--- config.mk ---
export PLATFORM = sky130hd
export DESIGN_NAME = adc_sample_capture
export DESIGN_NICKNAME = d
export VERILOG_FILES = /design/src/rtl/adc_capture_pkg.sv /design/src/rtl/adc_capture_ram.sv /design/src/rtl/adc_sample_capture.sv
export SDC_FILE = /design/constraint.sdc
export NUM_CORES = 2
export LEC_CHECK = 0
export CAP_MARGIN = 20
export CORE_UTILIZATION = 45
export DETAILED_ROUTE_END_ITERATION = 12
export PLACE_DENSITY = 0.65
export SLEW_MARGIN = 0
export SYNTH_ARGS = -nofsm -noshare
export SYNTH_HDL_FRONTEND = slang
export SYNTH_SLANG_ARGS = --single-unit
--- constraint.sdc ---
create_clock -name adc_dco_clk -period 13.8 [get_ports adc_dco_clk]
set_clock_uncertainty 0.1 [all_clocks]
set_input_delay 3.45 -clock adc_dco_clk [delete_from_list [all_inputs] [get_ports adc_dco_clk]]
set_output_delay 3.45 -clock adc_dco_clk [all_outputs]
set_load 0.05 [all_outputs]
--- src/rtl/adc_capture_pkg.sv ---
// Shared definitions for the ADC sample capture block: state encodings,
// sample width and the threshold-crossing test.
package adc_capture_pkg;

  localparam int SAMPLE_W = 8;

  typedef enum logic [1:0] {
    ST_IDLE    = 2'd0,
    ST_ARMED   = 2'd1,
    ST_CAPTURE = 2'd2,
    ST_READOUT = 2'd3
  } cap_state_t;

  // Crossing across the time-ordered samples prev_fall -> rise -> fall.
  // slope 0: below level then at/above; slope 1: above level then at/below.
  function automatic logic crossing(input logic                slope,
                                    input logic [SAMPLE_W-1:0] level,
                                    input logic [SAMPLE_W-1:0] prev_fall,
                                    input logic [SAMPLE_W-1:0] rise,
                                    input logic [SAMPLE_W-1:0] fall);
    if (!slope)
      crossing = ((prev_fall < level) && (rise >= level)) ||
                 ((rise < level) && (fall >= level));
    else
      crossing = ((prev_fall > level) && (rise <= level)) ||
                 ((rise > level) && (fall <= level));
  endfunction

endpackage

--- src/rtl/adc_capture_ram.sv ---
// Simple dual-port sample buffer, one write port, one registered read port
// (1-cycle latency). Read output holds while re is low, which the readout
// path relies on to keep rd_data stable during back-pressure.
module adc_capture_ram #(
  parameter int DEPTH = 256,
  parameter int AW    = $clog2(DEPTH),
  parameter int W     = 16
) (
  input  logic          clk,
  input  logic          we,
  input  logic [AW-1:0] wa,
  input  logic [W-1:0]  wd,
  input  logic          re,
  input  logic [AW-1:0] ra,
  output logic [W-1:0]  rq
);

  logic [W-1:0] mem [DEPTH];

  // Write port.
  always_ff @(posedge clk) begin
    if (we) mem[wa] <= wd;
  end

  // Registered read port, no reset so it maps onto block RAM.
  always_ff @(posedge clk) begin
    if (re) rq <= mem[ra];
  end

endmodule

--- src/rtl/adc_sample_capture.sv ---
// Triggered capture of DDR ADC sample pairs into a DEPTH-word buffer, then
// valid/ready readout in write order.
// Optional feature: define ADC_CAPTURE_TIMESTAMP_EN to add a 32-bit
// free-running cycle counter and the trig_time output. The counter reads N
// in the Nth cycle after reset release; trig_time latches it in the cycle the
// trigger is evaluated, which is one cycle after the triggering pair appeared
// on sample_rise/sample_fall (the S1 register offset is +1 cycle).
module adc_sample_capture
  import adc_capture_pkg::*;
#(
  parameter int DEPTH = 256
) (
  input  logic                adc_dco_clk,
  input  logic                adc_reset_n,
  input  logic [SAMPLE_W-1:0] sample_rise,
  input  logic [SAMPLE_W-1:0] sample_fall,
  input  logic                arm,
  input  logic                force_trig,
  input  logic [SAMPLE_W-1:0] trig_level,
  input  logic                trig_slope,
  output logic [15:0]         rd_data,
  output logic                rd_valid,
  input  logic                rd_ready,
  output logic                rd_last,
  output logic [1:0]          state
`ifdef ADC_CAPTURE_TIMESTAMP_EN
  ,
  output logic [31:0]         trig_time
`endif
);

  localparam int AW = $clog2(DEPTH);
  localparam logic [AW-1:0] LAST_ADDR = AW'(DEPTH - 1);

  cap_state_t st_q, st_d;

  logic [SAMPLE_W-1:0] s1_rise, s1_fall, prev_fall;
  logic [AW-1:0]       wr_addr, rd_addr;
  logic                issued_all;
  logic                trig, wr_en, rd_en;
  logic [15:0]         ram_q;

  assign trig  = force_trig | crossing(trig_slope, trig_level, prev_fall, s1_rise, s1_fall);
  assign state = st_q;

  // Input stage S1 plus previous fall sample; runs in every state.
  always_ff @(posedge adc_dco_clk or negedge adc_reset_n) begin
    if (!adc_reset_n) begin
      s1_rise   <= '0;
      s1_fall   <= '0;
      prev_fall <= '0;
    end else begin
      s1_rise   <= sample_rise;
      s1_fall   <= sample_fall;
      prev_fall <= s1_fall;
    end
  end

  // State register.
  always_ff @(posedge adc_dco_clk or negedge adc_reset_n) begin
    if (!adc_reset_n) st_q <= ST_IDLE;
    else              st_q <= st_d;
  end

  // Next state and buffer port enables.
  always_comb begin
    st_d  = st_q;
    wr_en = 1'b0;
    rd_en = 1'b0;
    case (st_q)
      ST_IDLE:    if (arm) st_d = ST_ARMED;
      ST_ARMED:   if (trig) begin
                    st_d  = ST_CAPTURE;
                    wr_en = 1'b1;
                  end
      ST_CAPTURE: begin
                    wr_en = 1'b1;
                    if (wr_addr == LAST_ADDR) st_d = ST_READOUT;
                  end
      ST_READOUT: begin
                    // Fetch the next word whenever the output slot is empty
                    // or is being emptied this cycle.
                    rd_en = !issued_all && (!rd_valid || rd_ready);
                    if (rd_valid && rd_ready && rd_last) st_d = ST_IDLE;
                  end
      default:    st_d = ST_IDLE;
    endcase
  end

  // Write address; wraps to 0 after the last word of a frame.
  always_ff @(posedge adc_dco_clk or negedge adc_reset_n) begin
    if (!adc_reset_n)  wr_addr <= '0;
    else if (wr_en)    wr_addr <= wr_addr + 1'b1;
  end

  // Readout control: the RAM output register is the output data register,
  // rd_valid/rd_last track what it currently holds.
  always_ff @(posedge adc_dco_clk or negedge adc_reset_n) begin
    if (!adc_reset_n) begin
      rd_addr    <= '0;
      issued_all <= 1'b0;
      rd_valid   <= 1'b0;
      rd_last    <= 1'b0;
    end else if (rd_en) begin
      rd_addr    <= rd_addr + 1'b1;
      issued_all <= (rd_addr == LAST_ADDR);
      rd_valid   <= 1'b1;
      rd_last    <= (rd_addr == LAST_ADDR);
    end else if (rd_valid && rd_ready) begin
      rd_valid   <= 1'b0;
      rd_last    <= 1'b0;
      issued_all <= 1'b0;
    end
  end

  // Gate the RAM output so rd_data reads zero out of reset and when idle.
  assign rd_data = rd_valid ? ram_q : 16'h0000;

  adc_capture_ram #(
    .DEPTH (DEPTH),
    .AW    (AW),
    .W     (16)
  ) u_ram (
    .clk (adc_dco_clk),
    .we  (wr_en),
    .wa  (wr_addr),
    .wd  ({s1_fall, s1_rise}),
    .re  (rd_en),
    .ra  (rd_addr),
    .rq  (ram_q)
  );

`ifdef ADC_CAPTURE_TIMESTAMP_EN
  logic [31:0] cyc_cnt;

  // Free-running cycle counter and trigger timestamp latch.
  always_ff @(posedge adc_dco_clk or negedge adc_reset_n) begin
    if (!adc_reset_n) begin
      cyc_cnt   <= '0;
      trig_time <= '0;
    end else begin
      cyc_cnt <= cyc_cnt + 32'd1;
      if (st_q == ST_ARMED && trig) trig_time <= cyc_cnt;
    end
  end
`endif

endmodule

==> flow_metrics.py <==
metrics = {
    "layout": {
        "drive_above_1_share": 0.276,
        "syn2layout_area_growth_pct": 12.8,
        "nets": 7432,
        "fillers": 27027,
    },
    "setup_path": {
        "cpPeakStageDelay_ps": 680,
        "critical_path_depth": 14,
        "cp.arrival_ps": 7850,
        "path_common_cell": "sky130_fd_sc_hd__buf_4",
        "critical_path_peak_fanout": 23,
        "path_delay_family": "buffers and inverters",
        "path_cells": "clkdlybuf4s50_1 > inv_1 > ha_1 > a21oi_1 > a31oi_1 > a211oi_1 > a21boi_0 > nor4b_2 > a211oi_4 > buf_4 > o21ai_1 > buf_4 > nor2_1 > buf_4",
        "critical_path.endpoint": "u_ram.mem[154][4]",
        "worst_r2r_endpoint": "u_ram.rq[15]",
        "r2r.worst_path.cells": 9,
        "crit-reg2reg-launch": "rd_addr[1]",
        "cp_data_required_time_ps": 14320,
        "setup.worst_path.start": "trig_level[3]",
        "critPathBufInv": 5,
        "path_class": "input pin to flip-flop",
        "end_kind": "flip-flop",
        "setup.reg_to_reg.worst_slack_ps": 7680,
        "critical_path_source_type": "input pin",
        "critical_path.slowest_cell": "sky130_fd_sc_hd__buf_4",
    },
    "clock_tree": {
        "tritoncts_clock_tree": "done",
        "clk-insertion-delay-late_ps": 950,
        "clkTransAtPathRegs_ps": 60,
        "cts.path.max_buffers": 4,
        "cts.repair_timing.setup_buffer_count": 0,
        "cts_made_buffers": 398,
        "numClockSinks": 4156,
        "cts_htree_levels": 5,
        "cts_resized": 0,
        "cts_hold_buffers": 0,
        "buffer_cell_driving_the_clock_tree_root": "sky130_fd_sc_hd__clkbuf_16",
    },
    "route": {
        "drt_pre_antenna_iters": 6,
        "number_of_vias_per_cell_after_detailed_routing": 6.30,
        "routed_wl_microns": 434000,
        "wire_per_inst_microns": 34.9,
        "route.vias.total": 78389,
        "drcViolationCount": 0,
        "drtIter0Drc": 11753,
        "drt.antenna.violating_nets": 0,
    },
    "sta": {
        "timing_worst_slew_pin_value_ps": 1330,
        "max_clock_freq_mhz": 136,
        "final.period_utilization": 0.531,
        "endpoints_failing_setup": 0,
        "rsz0062_at_grt": "no",
        "final_max_slew_viol_count": 0,
        "worst_relative_slew_slack": 0.106,
        "period_minus_slack_ps": 7330,
        "hold_viol_final": 0,
        "fin_tns_setup_ps": 0,
    },
    "logic_synthesis": {
        "synth-edff-count": 4112,
        "yosys-top-cells-count": "sky130_fd_sc_hd__edfxtp_1, sky130_fd_sc_hd__mux4_2, sky130_fd_sc_hd__nor2_1, sky130_fd_sc_hd__a22oi_1, sky130_fd_sc_hd__clkbuf_1",
        "synthMostInstantiatedCell": "sky130_fd_sc_hd__edfxtp_1",
        "synth_warnings": 0,
        "synth_area_sq_um": 159000,
        "synth_cell_types": 67,
        "fraction_of_synthesized_cell_area_taken_by_the_top_area_cell_type": 0.775,
        "yosys.area.top_type": "sky130_fd_sc_hd__edfxtp_1",
        "syn_inst": 6987,
        "ys_async_sr_fraction": 0.0106,
        "syn_avg_cell_area_sq_um": 22.8,
        "ys_seq_area_frac": 0.782,
        "net_count_after_synthesis": 7050,
        "ys_ff_latch": 4156,
        "ys_flop_type": "sky130_fd_sc_hd__edfxtp_1",
        "post_synth_main_area_contributors": "sky130_fd_sc_hd__edfxtp_1, sky130_fd_sc_hd__mux4_2, sky130_fd_sc_hd__a22oi_1, sky130_fd_sc_hd__nor2_1, sky130_fd_sc_hd__dfrtp_1",
    },
    "pwr": {
        "power_per_cell_area_nw_per_um2": 195,
        "total_power_mw": 35.0,
        "cellLeakagePower_nw": 55.2,
        "vdd_ir_drop_max_uv": 214,
    },
    "placement": {
        "place_congestion": 0.892,
        "placement.io_buffers": 49,
        "place.detailed.hpwl_microns": 259000,
    },
    "job": {
        "cap_viol_max_count": 0,
    },
    "global_routing": {
        "pin_count_of_the_biggest_net_entering_global_routing": 153,
        "grt_usage": 0.241,
        "grt-ovfl-total": 0,
        "vias_in_the_first_global_route": 76927,
        "first_pass_grt_wire_length_microns": 605000,
        "antenna_violations_before_repair": 31,
    },
    "die": {
        "placement_rows": 218,
        "dieWidth_microns": 597,
        "die_area_sq_um": 356000,
        "initial_core_util": 0.452,
        "top_level_ports": 50,
        "die_height_microns": 597,
        "fp.coreArea_sq_um": 352000,
    },
    "worst_hold_path": {
        "worst_hold_path_type": "flip-flop to flip-flop",
    },
    "outcome": {
        "run_status": "finished, final reports clean",
    },
}
## registers in the layout, summed over array words and instances, names as in the netlist
signal / cells
u_ram.mem: 4096
u_ram.rq: 16
state: 2
wr_addr: 8
rd_addr: 8
prev_fall: 8
rd_valid: 1
issued_all: 1
s1_rise: 8
s1_fall: 8
## power by group
part	switching [mW]	internal, mW	total, mW
Sequential	0.290	14.0	14.3
Clock	4.68	6.22	10.9
Combinational	6.00	3.75	9.75
## cells by family (layout without fill, tap and decap cells)
kind of cell,after synthesis,in the layout,synth area share
other,0,22,0
XOR/XNOR,14,14,0.000770
AO/OA/AOI/OAI,629,629,0.0282
adder cells (fa/ha/maj),33,33,0.00259
multiplexers,1160,1160,0.155
flip-flops,4156,4156,0.782
AND/OR/NAND/NOR,561,561,0.0158
buffers and inverters,434,1137,0.0152
## how the worst min path moves through the flow
| stage | from | to | slack, ps | cells past startpoint |
|---|---|---|---|---|
| after floorplan | wr_addr[0] | wr_addr[0] | 410 | 1 |
| after global placement | wr_addr[0] | wr_addr[0] | 450 | 1 |
| after detailed placement | issued_all | issued_all | 470 | 1 |
| after CTS | wr_addr[2] | wr_addr[2] | 480 | 1 |
| after global routing | wr_addr[2] | wr_addr[2] | 490 | 1 |
| final | wr_addr[0] | wr_addr[0] | 480 | 1 |
## layer usage
metal | up-vias | wire length [microns] | share of wire | track usage
li1 | 30677 | - | - | -
met1 | 41834 | 163000 | 0.38 | 0.335
met3 | 774 | 44700 | 0.10 | 0.0451
met2 | 5086 | 209000 | 0.48 | 0.385
met5 | - | 125 | 0.00029 | 0
met4 | 18 | 17800 | 0.041 | 0.0871
## per-stage QoR
stage                     hold slack, ps  setup slack (ps)   util  instance area [sq um]  cells
after floorplan                      409              7190      -                 159000   6987
after global placement               445              5460  0.473                 167000  11685
after detailed placement             467              5510  0.473                 167000  11692
after CTS                            478              6470  0.510                 180000  12413
after global routing                 491              6180  0.510                 180000  12424
final                                478              6470  0.510                 180000  12442
## placed cells by master, fill, tap and decap left out, drive strengths merged, types with 22 or more instances in the layout
| master | Yosys | routed |
|---|---|---|
| o22ai | 38 | 38 |
| a221oi | 61 | 61 |
| a22oi | 234 | 234 |
| edfxtp | 4112 | 4112 |
| ha | 33 | 33 |
| nor3 | 24 | 24 |
| nand3 | 35 | 35 |
| a21oi | 92 | 92 |
| nor2 | 306 | 306 |
| mux2i | 103 | 103 |
| inv | 20 | 38 |
| clkinv | 1 | 151 |
| mux4 | 1048 | 1048 |
| o21ai | 57 | 57 |
| nand4 | 34 | 34 |
| clkbuf | 154 | 489 |
| dfrtp | 44 | 44 |
| diode | 0 | 22 |
| a22o | 59 | 59 |
| clkdlybuf4s50 | 0 | 48 |
| buf | 259 | 347 |
| and2 | 22 | 22 |
| nand2 | 74 | 74 |
| bufinv | 0 | 42 |
| clkinvlp | 0 | 22 |
## layout make-up
class	count	area, sq um	area share
multi-input combinational	2397	32700	0.182
antenna	22	55.1	0.000306
tap	4730	5920	0.0329
sequential	4156	125000	0.694
inverter	21	78.8	0.000439
clock inverter	232	2400	0.0134
clock buffer	489	10500	0.0586
timing repair buffer	395	3390	0.0189
(Power assumes the default switching activity.)
